$ cat config.mk
export PLATFORM = sky130hd
export DESIGN_NAME = simd_operand_feeder
export DESIGN_NICKNAME = d
export VERILOG_FILES = /design/src/rtl/simd_feeder_pkg.sv /design/src/rtl/simd_operand_feeder_bank.sv /design/src/rtl/simd_operand_feeder.sv
export SDC_FILE = /design/constraint.sdc
export NUM_CORES = 2
export LEC_CHECK = 0
export ABC_AREA = 1
export CORE_AREA = 3 3 450 452
export DETAILED_ROUTE_END_ITERATION = 10
export DIE_AREA = 0 0 453 455
export GPL_TIMING_DRIVEN = 0
export PLACE_DENSITY = 0.71
export SYNTH_ARGS = -nofsm -noshare
export SYNTH_HDL_FRONTEND = slang
export SYNTH_HIERARCHICAL = 1
export SYNTH_SLANG_ARGS = --single-unit
$ cat constraint.sdc
create_clock -name clk -period 18 [get_ports clk]
set_input_delay 3.6 -clock clk [delete_from_list [all_inputs] [get_ports clk]]
set_output_delay 3.6 -clock clk [all_outputs]
set_load 0.01 [all_outputs]
$ cat src/rtl/simd_feeder_pkg.sv
// Shared constants and types for the SIMD operand feeder.
// The operand width comes from MAC_BW, normally supplied by param_def.sv.
// A local fallback keeps this slice self-contained.
`ifndef MAC_BW
`define MAC_BW 8
`endif

package simd_feeder_pkg;

    localparam int LANES      = 64;
    localparam int BEAT_LANES = 8;
    localparam int BEATS      = LANES / BEAT_LANES;
    localparam int BW         = `MAC_BW;
    localparam int BEAT_W     = (BEATS > 1) ? $clog2(BEATS) : 1;

    typedef enum logic [1:0] {
        EMPTY   = 2'd0,
        FILLING = 2'd1,
        FULL    = 2'd2
    } bank_state_e;

    typedef logic [BW-1:0]                operand_t;
    typedef operand_t [LANES-1:0]         lane_vec_t;
    typedef operand_t [BEAT_LANES-1:0]    beat_vec_t;
    // Beat-major storage.
    // Packed, it is bit-identical to lane_vec_t, where lane = beat*BEAT_LANES + j.
    typedef beat_vec_t [BEATS-1:0]        beat_store_t;
    typedef logic [BEAT_W-1:0]            beat_idx_t;

    // True for the beat index that completes a vector.
    function automatic logic is_last_beat(input beat_idx_t idx);
        return idx == beat_idx_t'(BEATS - 1);
    endfunction

endpackage

$ cat src/rtl/simd_operand_feeder_bank.sv
// One ping-pong bank: holds one A/B vector pair plus its EMPTY/FILLING/FULL state.
// The state is exported so the top level and any checker can observe it.
module feeder_bank
    import simd_feeder_pkg::*;
(
    input  logic        clk,
    input  logic        rst_n,
    input  logic        wr_en,
    input  beat_idx_t   wr_idx,
    input  beat_vec_t   wr_a,
    input  beat_vec_t   wr_b,
    input  logic        flush,
    input  logic        clr,
    output bank_state_e state,
    output lane_vec_t   vec_a,
    output lane_vec_t   vec_b
);

    bank_state_e state_q;
    beat_store_t store_a;
    beat_store_t store_b;

    // Bank state machine.
    // Issue empties a FULL bank, and flush abandons a partial fill.
    // A write advances EMPTY/FILLING toward FULL.
    always_ff @(posedge clk) begin
        if (!rst_n) begin
            state_q <= EMPTY;
        end else if (clr && state_q == FULL) begin
            state_q <= EMPTY;
        end else if (flush) begin
            if (state_q == FILLING) begin
                state_q <= EMPTY;
            end
        end else if (wr_en && state_q != FULL) begin
            state_q <= is_last_beat(wr_idx) ? FULL : FILLING;
        end
    end

    // Operand storage.
    // The storage has no reset because the state alone decides validity.
    always_ff @(posedge clk) begin
        if (wr_en) begin
            store_a[wr_idx] <= wr_a;
            store_b[wr_idx] <= wr_b;
        end
    end

    assign state = state_q;
    assign vec_a = store_a;
    assign vec_b = store_b;

endmodule

$ cat src/rtl/simd_operand_feeder.sv
// simd_operand_feeder
// Assembles operand beats into 64-lane A/B vectors in two ping-pong banks.
// Each full vector is issued to the MAC array for exactly one cycle.
// oA/oB are zero on every other cycle, so the always-accumulating array is unaffected.
// Optional feature: define FEEDER_PERF_EN to add the 32-bit oIssueCnt counter and port.
module simd_operand_feeder
    import simd_feeder_pkg::*;
(
    input  logic        clk,
    input  logic        rst_n,
    input  logic        iValid,
    output logic        oReady,
    input  beat_vec_t   iA_beat,
    input  beat_vec_t   iB_beat,
    input  logic        iFlush,
    input  logic        iHold,
    output lane_vec_t   oA,
    output lane_vec_t   oB,
    output logic        oIssue,
    output logic        oBusy
`ifdef FEEDER_PERF_EN
    ,
    output logic [31:0] oIssueCnt
`endif
);

    // Handshake: a beat transfers on a rising edge when iValid && oReady.
    // oReady depends only on registered bank state, never on iValid.
    // iFlush in the same cycle drops the beat.

    logic        fill_bank;
    logic        drain_bank;
    beat_idx_t   beat_idx;

    bank_state_e bank_state [2];
    lane_vec_t   bank_a     [2];
    lane_vec_t   bank_b     [2];

    logic [1:0]  wr_sel;
    logic [1:0]  flush_sel;
    logic [1:0]  clr_sel;
    logic        accept;
    logic        issue;

    // Handshake and issue decisions from the current bank state.
    always_comb begin
        wr_sel    = '0;
        flush_sel = '0;
        clr_sel   = '0;
        oReady    = (bank_state[fill_bank] != FULL);
        accept    = iValid && oReady && !iFlush;
        issue     = (bank_state[drain_bank] == FULL) && !iHold;
        wr_sel[fill_bank]    = accept;
        flush_sel[fill_bank] = iFlush;
        clr_sel[drain_bank]  = issue;
    end

    for (genvar g = 0; g < 2; g++) begin : g_bank
        feeder_bank u_bank (
            .clk    (clk),
            .rst_n  (rst_n),
            .wr_en  (wr_sel[g]),
            .wr_idx (beat_idx),
            .wr_a   (iA_beat),
            .wr_b   (iB_beat),
            .flush  (flush_sel[g]),
            .clr    (clr_sel[g]),
            .state  (bank_state[g]),
            .vec_a  (bank_a[g]),
            .vec_b  (bank_b[g])
        );
    end

    // Fill pointer and beat index.
    // A flush restarts the fill; the last beat hands over to the other bank.
    always_ff @(posedge clk) begin
        if (!rst_n) begin
            beat_idx  <= '0;
            fill_bank <= 1'b0;
        end else if (iFlush) begin
            beat_idx  <= '0;
        end else if (accept) begin
            if (is_last_beat(beat_idx)) begin
                beat_idx  <= '0;
                fill_bank <= ~fill_bank;
            end else begin
                beat_idx  <= beat_idx + beat_idx_t'(1);
            end
        end
    end

    // Drain pointer plus registered outputs.
    // Zero is driven whenever nothing is issued.
    always_ff @(posedge clk) begin
        if (!rst_n) begin
            drain_bank <= 1'b0;
            oA         <= '0;
            oB         <= '0;
            oIssue     <= 1'b0;
        end else if (issue) begin
            drain_bank <= ~drain_bank;
            oA         <= bank_a[drain_bank];
            oB         <= bank_b[drain_bank];
            oIssue     <= 1'b1;
        end else begin
            oA         <= '0;
            oB         <= '0;
            oIssue     <= 1'b0;
        end
    end

`ifdef FEEDER_PERF_EN
    // Issued-vector counter; wraps modulo 2^32.
    always_ff @(posedge clk) begin
        if (!rst_n) begin
            oIssueCnt <= '0;
        end else if (issue) begin
            oIssueCnt <= oIssueCnt + 32'd1;
        end
    end
`endif

    // Busy while any bank holds data (filling or full) or a vector is on the outputs.
    always_comb begin
        oBusy = (bank_state[0] != EMPTY) || (bank_state[1] != EMPTY) || oIssue;
    end

endmodule

# After elaboration in Yosys (flattened, before gate mapping)
# Cells that the tools add are included.
# totals
out_inout_bits,1027
reg_bits,3082
inputBits,133
wordCells,475
# op_classes
order_cmp,8
reduce_logical,25
bitwise,9
n_addsub,1
eq_ne,11
mux,31
# ops
op,n
512-bit two-way mux,6
512-bit bitwise mux,4
64-bit demux with 3-bit select,1
64-bit two-way mux,1
2-bit two-way mux,13
1-bit logical AND,10
2-bit nonzero test,4
2-bit AND,3
"2-bit equality test, second input constant",3
"2-bit != test, second input constant",3
2-bit AND reduction,3
2-bit OR reduction,3
"2-bit by 1-bit equality test with 1-bit output, second input constant",2
"2-bit >= comparator, second input constant",2
"1-bit by 2-bit < comparator with 1-bit output, second input constant",2
"3-bit by 4-bit < comparator with 1-bit output, second input constant",1
"2-bit by 1-bit != test with 1-bit output, second input constant",2
1-bit inverter,4
1-bit inverter with 2-bit output,2
"3-bit by 1-bit adder with 3-bit output, second input constant",1
"3-bit equality test, second input constant",1
"3-bit by 1-bit >= comparator with 1-bit output, second input constant",1
1-bit two-way mux,3
3-bit two-way mux,1
other kinds (5),9

# Depth between registers and ports, before layout
# logic_depth
depth_word,11
ltp_mapped,11
depth_no_buf,11

# Cells and area by module
# Netlist, hierarchy kept.
# modules_own_cells
mod,area_per_inst_um2,cells_per_inst,n_inst,seq_area_each_um2
feeder_bank,30924.7,1059,2,30789.5
simd_operand_feeder,35016.1,4492,1,20619.8

# Worst setup path before layout
# No wires, ideal clock.
# synth_path
kind,input port to flip-flop
from,input port iValid
to,register g_bank[0].u_bank.store_a (netlist bit g_bank[0].u_bank/vec_a[0]) (enable)
t_arrival_ns,9.789
required_time_ns,17.384
path_buffers,0
setup_time_ns,0.616
slack_ns,7.595
cell_stages,7
path_cell_list,inv_1 > nor2_1 > nand2_1 > nor2_1 > inv_1 > or2_4 > nor2_1
# synth_between
elab_chain_cells,3
# synth_rtl
element,line,rtl
from (decl),simd_operand_feeder.sv:11,"input logic iValid,"
1-bit logical AND (2 in series),simd_operand_feeder.sv:51,accept = iValid && oReady && !iFlush;
2-bit AND (no line),--,
named net wr_sel[0],simd_operand_feeder.sv:39,logic [1:0] wr_sel;
"to (signal, indexed assignment)",simd_operand_feeder_bank.sv:44,store_a[wr_idx] <= wr_a;
to (decl),simd_operand_feeder_bank.sv:20,beat_store_t store_a;
# The timed path passes the listed nets, and every way through them passes these cells.
# A chain may end at the register's enable or synchronous reset.

# Worst setup path after layout
# layout_path
from,input port iFlush
to,register g_bank[0].u_bank.store_b (netlist bit g_bank[0].u_bank/vec_b[358]) (enable)
# layout_between
elab_chain_cells,3
# layout_rtl
element,line,rtl
from (decl),simd_operand_feeder.sv:15,"input logic iFlush,"
1-bit logical NOT,simd_operand_feeder.sv:51,
1-bit logical AND,simd_operand_feeder.sv:51,
2-bit AND (no line),--,
named net wr_sel[0],simd_operand_feeder.sv:39,
"to (signal, indexed assignment)",simd_operand_feeder_bank.sv:45,store_b[wr_idx] <= wr_b;
to (decl),simd_operand_feeder_bank.sv:21,beat_store_t store_b;
# The timed path passes the listed nets, and every way through them passes these cells.

==> results.sh <==
export IMPL_outcome="finished, violations left"
export IMPL_failed_checks="max-capacitance violations"
export IMPL_drt_iter0_markers=7000
export IMPL_finalSetupViolations=0
export IMPL_syn_area_um2=96870
export IMPL_ios=1160
export IMPL_place_congestion=0.9054
export IMPL_io_buffers=1159
export IMPL_synth_common_cells="nand2_1, edfxtp_1, dfxtp_1"
export IMPL_critical_path_cell_chain="clkdlybuf4s50_1, nor2_1, nand2_1, nor2_1, nand2_1, nor2_4, buf_12, buf_12, buf_12, buf_16"
export IMPL_slew_headroom=0.0004696
export IMPL_finalNonFillerCells=11089
export IMPL_p_per_area_nw_per_um2=117.1
export IMPL_reg2reg_slack_ns=14.58
export IMPL_crit_path_frequent_cell="buf_12"
export IMPL_drive_above_1_share=0.07083
export IMPL_wl_per_cell_um=28.13
export IMPL_area_delta_synth_final_pct=27.55
export IMPL_core_um2=199200
export IMPL_clock_sinks=3082
export IMPL_peakVddDrop_mv=0.09588
export IMPL_arrival_ns=6.82
export IMPL_worstMarginPinSlew_ns=1.499
export IMPL_leakage_nw=43.00
export IMPL_antenna_left=0
export IMPL_yosysTopAreaCellShare=0.6349
export IMPL_fin_total_pwr_mw=14.47
export IMPL_grt_pass1_vias=57427
export IMPL_dp_cells=10509
export IMPL_ys_ff_latch=3082
export IMPL_async_flop_share=0
export IMPL_ys_warn_count=6
export IMPL_endpoint="g_bank[0].u_bank/vec_b[358]$_DFFE_PP_"
export IMPL_die_area_um2=206100
export IMPL_hold_violations=0
export IMPL_cts_tree="built"
export IMPL_dp_hpwl_um=219100
export IMPL_netlist_instances=6610
export IMPL_ctsLongestPathBuffers=4
export IMPL_synth_top_cell_by_area="edfxtp_1"
export IMPL_synth_most_common_cell="nand2_1"
export IMPL_cts_setup_buffers=0
export IMPL_hold_class="reg2reg"
export IMPL_whs_ns=0.4573
export IMPL_slew_violations=0
export IMPL_grt_ovfl_total=0
export IMPL_syn_nets=6745
export IMPL_cp_start_kind="input port"
export IMPL_clkTransAtPathRegs_ns=0.06
export IMPL_antenna_found_initial=33
export IMPL_ys_types=19
export IMPL_synth_avg_cell_area_um2=14.65
export IMPL_cp_end_kind="flip-flop"
export IMPL_crit_type="in2reg"
export IMPL_cp_required_ns=18.62
export IMPL_drc=0
export IMPL_cts_root_buf="clkbuf_16"
export IMPL_track_usage=0.2946
export IMPL_cts_resized_gates=0
export IMPL_rsz0062_at_grt="no"
export IMPL_grt_pass1_wl_um=424100
export IMPL_critical_path_peak_fanout=21
export IMPL_tns_ns=0
export IMPL_worstSetupStartpoint="iFlush"
export IMPL_rows=164
export IMPL_htreeDepth=5
export IMPL_ys_flop_type="edfxtp_1"
export IMPL_die_y_um=455
export IMPL_finalCriticalPeriod_ns=6.205
export IMPL_max_stage_delay_ns=0.72
export IMPL_num_fill_cells=14153
export IMPL_grt_max_degree=31
export IMPL_dr_pass1_iters=6
export IMPL_cpMaxStageDelayCell="nor2_4"
export IMPL_design_area_um2=123600
export IMPL_place_area_um2=113700
export IMPL_yosysSeqAreaShare=0.8486
export IMPL_vias=60202
export IMPL_r2r_end="g_bank[0].u_bank/vec_b[358]$_DFFE_PP_"
export IMPL_clk_latency_ns=0.98
export IMPL_start_util=0.4862
export IMPL_synth_edf_count=2048
export IMPL_max_cap_violations=1
export IMPL_layout_nets=8306
export IMPL_synth_area_leaders="edfxtp_1, dfxtp_1, nand2_1, a21oi_1, clkbuf_1"
export IMPL_finClkSkew_ns=0.08089
export IMPL_fmaxAchievable_ghz=0.1612
export IMPL_ctsHoldBuffers=0
export IMPL_timing_rr_start="g_bank[1].u_bank/state[0]$_SDFFE_PP0P_"
export IMPL_rr_worst_depth=12
export IMPL_cts_buffers=315
export IMPL_finalCritPeriodShare=0.3447
export IMPL_dieWidth_um=453
export IMPL_via_per_inst=5.429
export IMPL_wirelength_um=311900
how the worst min path moves through the flow:
stage | from | to | slack [ns] | cells past startpoint
floorplan | g_bank[0].u_bank/state[0]$_SDFFE_PP0P_ | g_bank[0].u_bank/state[0]$_SDFFE_PP0P_ | 0.47 | 2
global placement | g_bank[0].u_bank/vec_b[12]$_DFFE_PP_ | oB[12]$_SDFF_PN0_ | 0.48 | 2
detailed placement | g_bank[0].u_bank/vec_a[281]$_DFFE_PP_ | oA[281]$_SDFF_PN0_ | 0.48 | 2
CTS | g_bank[0].u_bank/vec_a[460]$_DFFE_PP_ | oA[460]$_SDFF_PN0_ | 0.46 | 2
global route | g_bank[0].u_bank/vec_a[259]$_DFFE_PP_ | oA[259]$_SDFF_PN0_ | 0.49 | 2
finish | g_bank[0].u_bank/vec_a[460]$_DFFE_PP_ | oA[460]$_SDFF_PN0_ | 0.46 | 2
critical path, delay by kind of cell:
kind,cells,cell delay (ns)
simple gates,5,1.77
buf+inv,5,1.38
routing by layer:
layer | GRT usage | part of all wire | up-vias
li1 | - | - | 26121
met1 | 0.3684 | 0.35 | 29871
met2 | 0.4573 | 0.46 | 3441
met3 | 0.06334 | 0.098 | 763
met4 | 0.2136 | 0.086 | 6
met5 | 0 | 0.00013 | -
layout by cell type (no fill, tap or decap):
cell / netlist / layout
inv_6: 0 / 14
nand4_1: 1 / 1
o21ai_0: 2 / 2
diode_2: 0 / 18
buf_4: 1 / 1
nand3_1: 14 / 14
buf_8: 0 / 3
nor2_4: 0 / 16
dfxtp_1: 1034 / 1034
inv_16: 0 / 1
clkbuf_16: 0 / 320
clkinv_4: 0 / 2
clkinv_1: 0 / 27
clkinv_2: 0 / 50
clkbuf_1: 294 / 376
buf_2: 35 / 35
a21oi_1: 1028 / 1028
buf_6: 4 / 4
inv_8: 0 / 1
clkinv_16: 0 / 1
buf_12: 0 / 69
clkbuf_8: 0 / 33
inv_1: 22 / 22
buf_16: 0 / 13
edfxtp_1: 2048 / 2048
clkbuf_2: 0 / 8
nor3_1: 2 / 2
or2_4: 2 / 2
bufinv_16: 0 / 12
ha_1: 2 / 2
clkdlybuf4s50_1: 0 / 1159
clkinv_8: 0 / 2
buf_1: 7 / 7
clkinvlp_4: 0 / 8
inv_2: 1 / 1
nand2_1: 2082 / 2082
nor2_1: 29 / 13
a21boi_0: 2 / 2
layout make-up:
type	count	area [um^2]	area share
antenna	18	45.04	0.0003646
buffer	341	1368	0.01107
clock inverter	118	1006	0.008142
sequential	3082	82200	0.6653
clock buffer	443	8800	0.07122
multi-input combinational	3164	13340	0.1080
timing repair buffer	1244	13390	0.1083
tap	2656	3323	0.02690
inverter	23	86.33	0.0006987
cells by family (layout without fill, tap and decap cells):
kind of cell / Yosys count / in the layout / synth area share
compound gates: 1032 / 1032 / 0.05337
fa+ha+maj: 2 / 2 / 0.0002583
buf+inv: 364 / 2169 / 0.01491
flops: 3082 / 3082 / 0.8486
other cells: 0 / 18 / 0
simple gates: 2130 / 2130 / 0.08287
report_power, final:
group	switching [mW]	internal (mW)	total, mW
clock network	2.64	3.59	6.23
logic	0.434	0.171	0.605
registers	0.0312	7.60	7.64
metrics by stage:
step / util / setup WS (ns)
4_1_cts: 0.6198 / 11.87
3_3_place_gp: 0.5611 / 1.125
3_5_place_dp: 0.5706 / 10.88
2_1_floorplan: - / 7.595
6_report: 0.6201 / 11.80
5_1_grt: 0.6201 / 11.64
state kept, by name (all words and copies together), names as in the netlist:
name / count
oA: 512
oIssue: 1
g_bank.u_bank/state: 4
fill_bank: 1
drain_bank: 1
g_bank.u_bank/vec_b: 1024
beat_idx: 3
g_bank.u_bank/vec_a: 1024
oB: 512
Note: power is estimated with default switching activity, not from simulation.
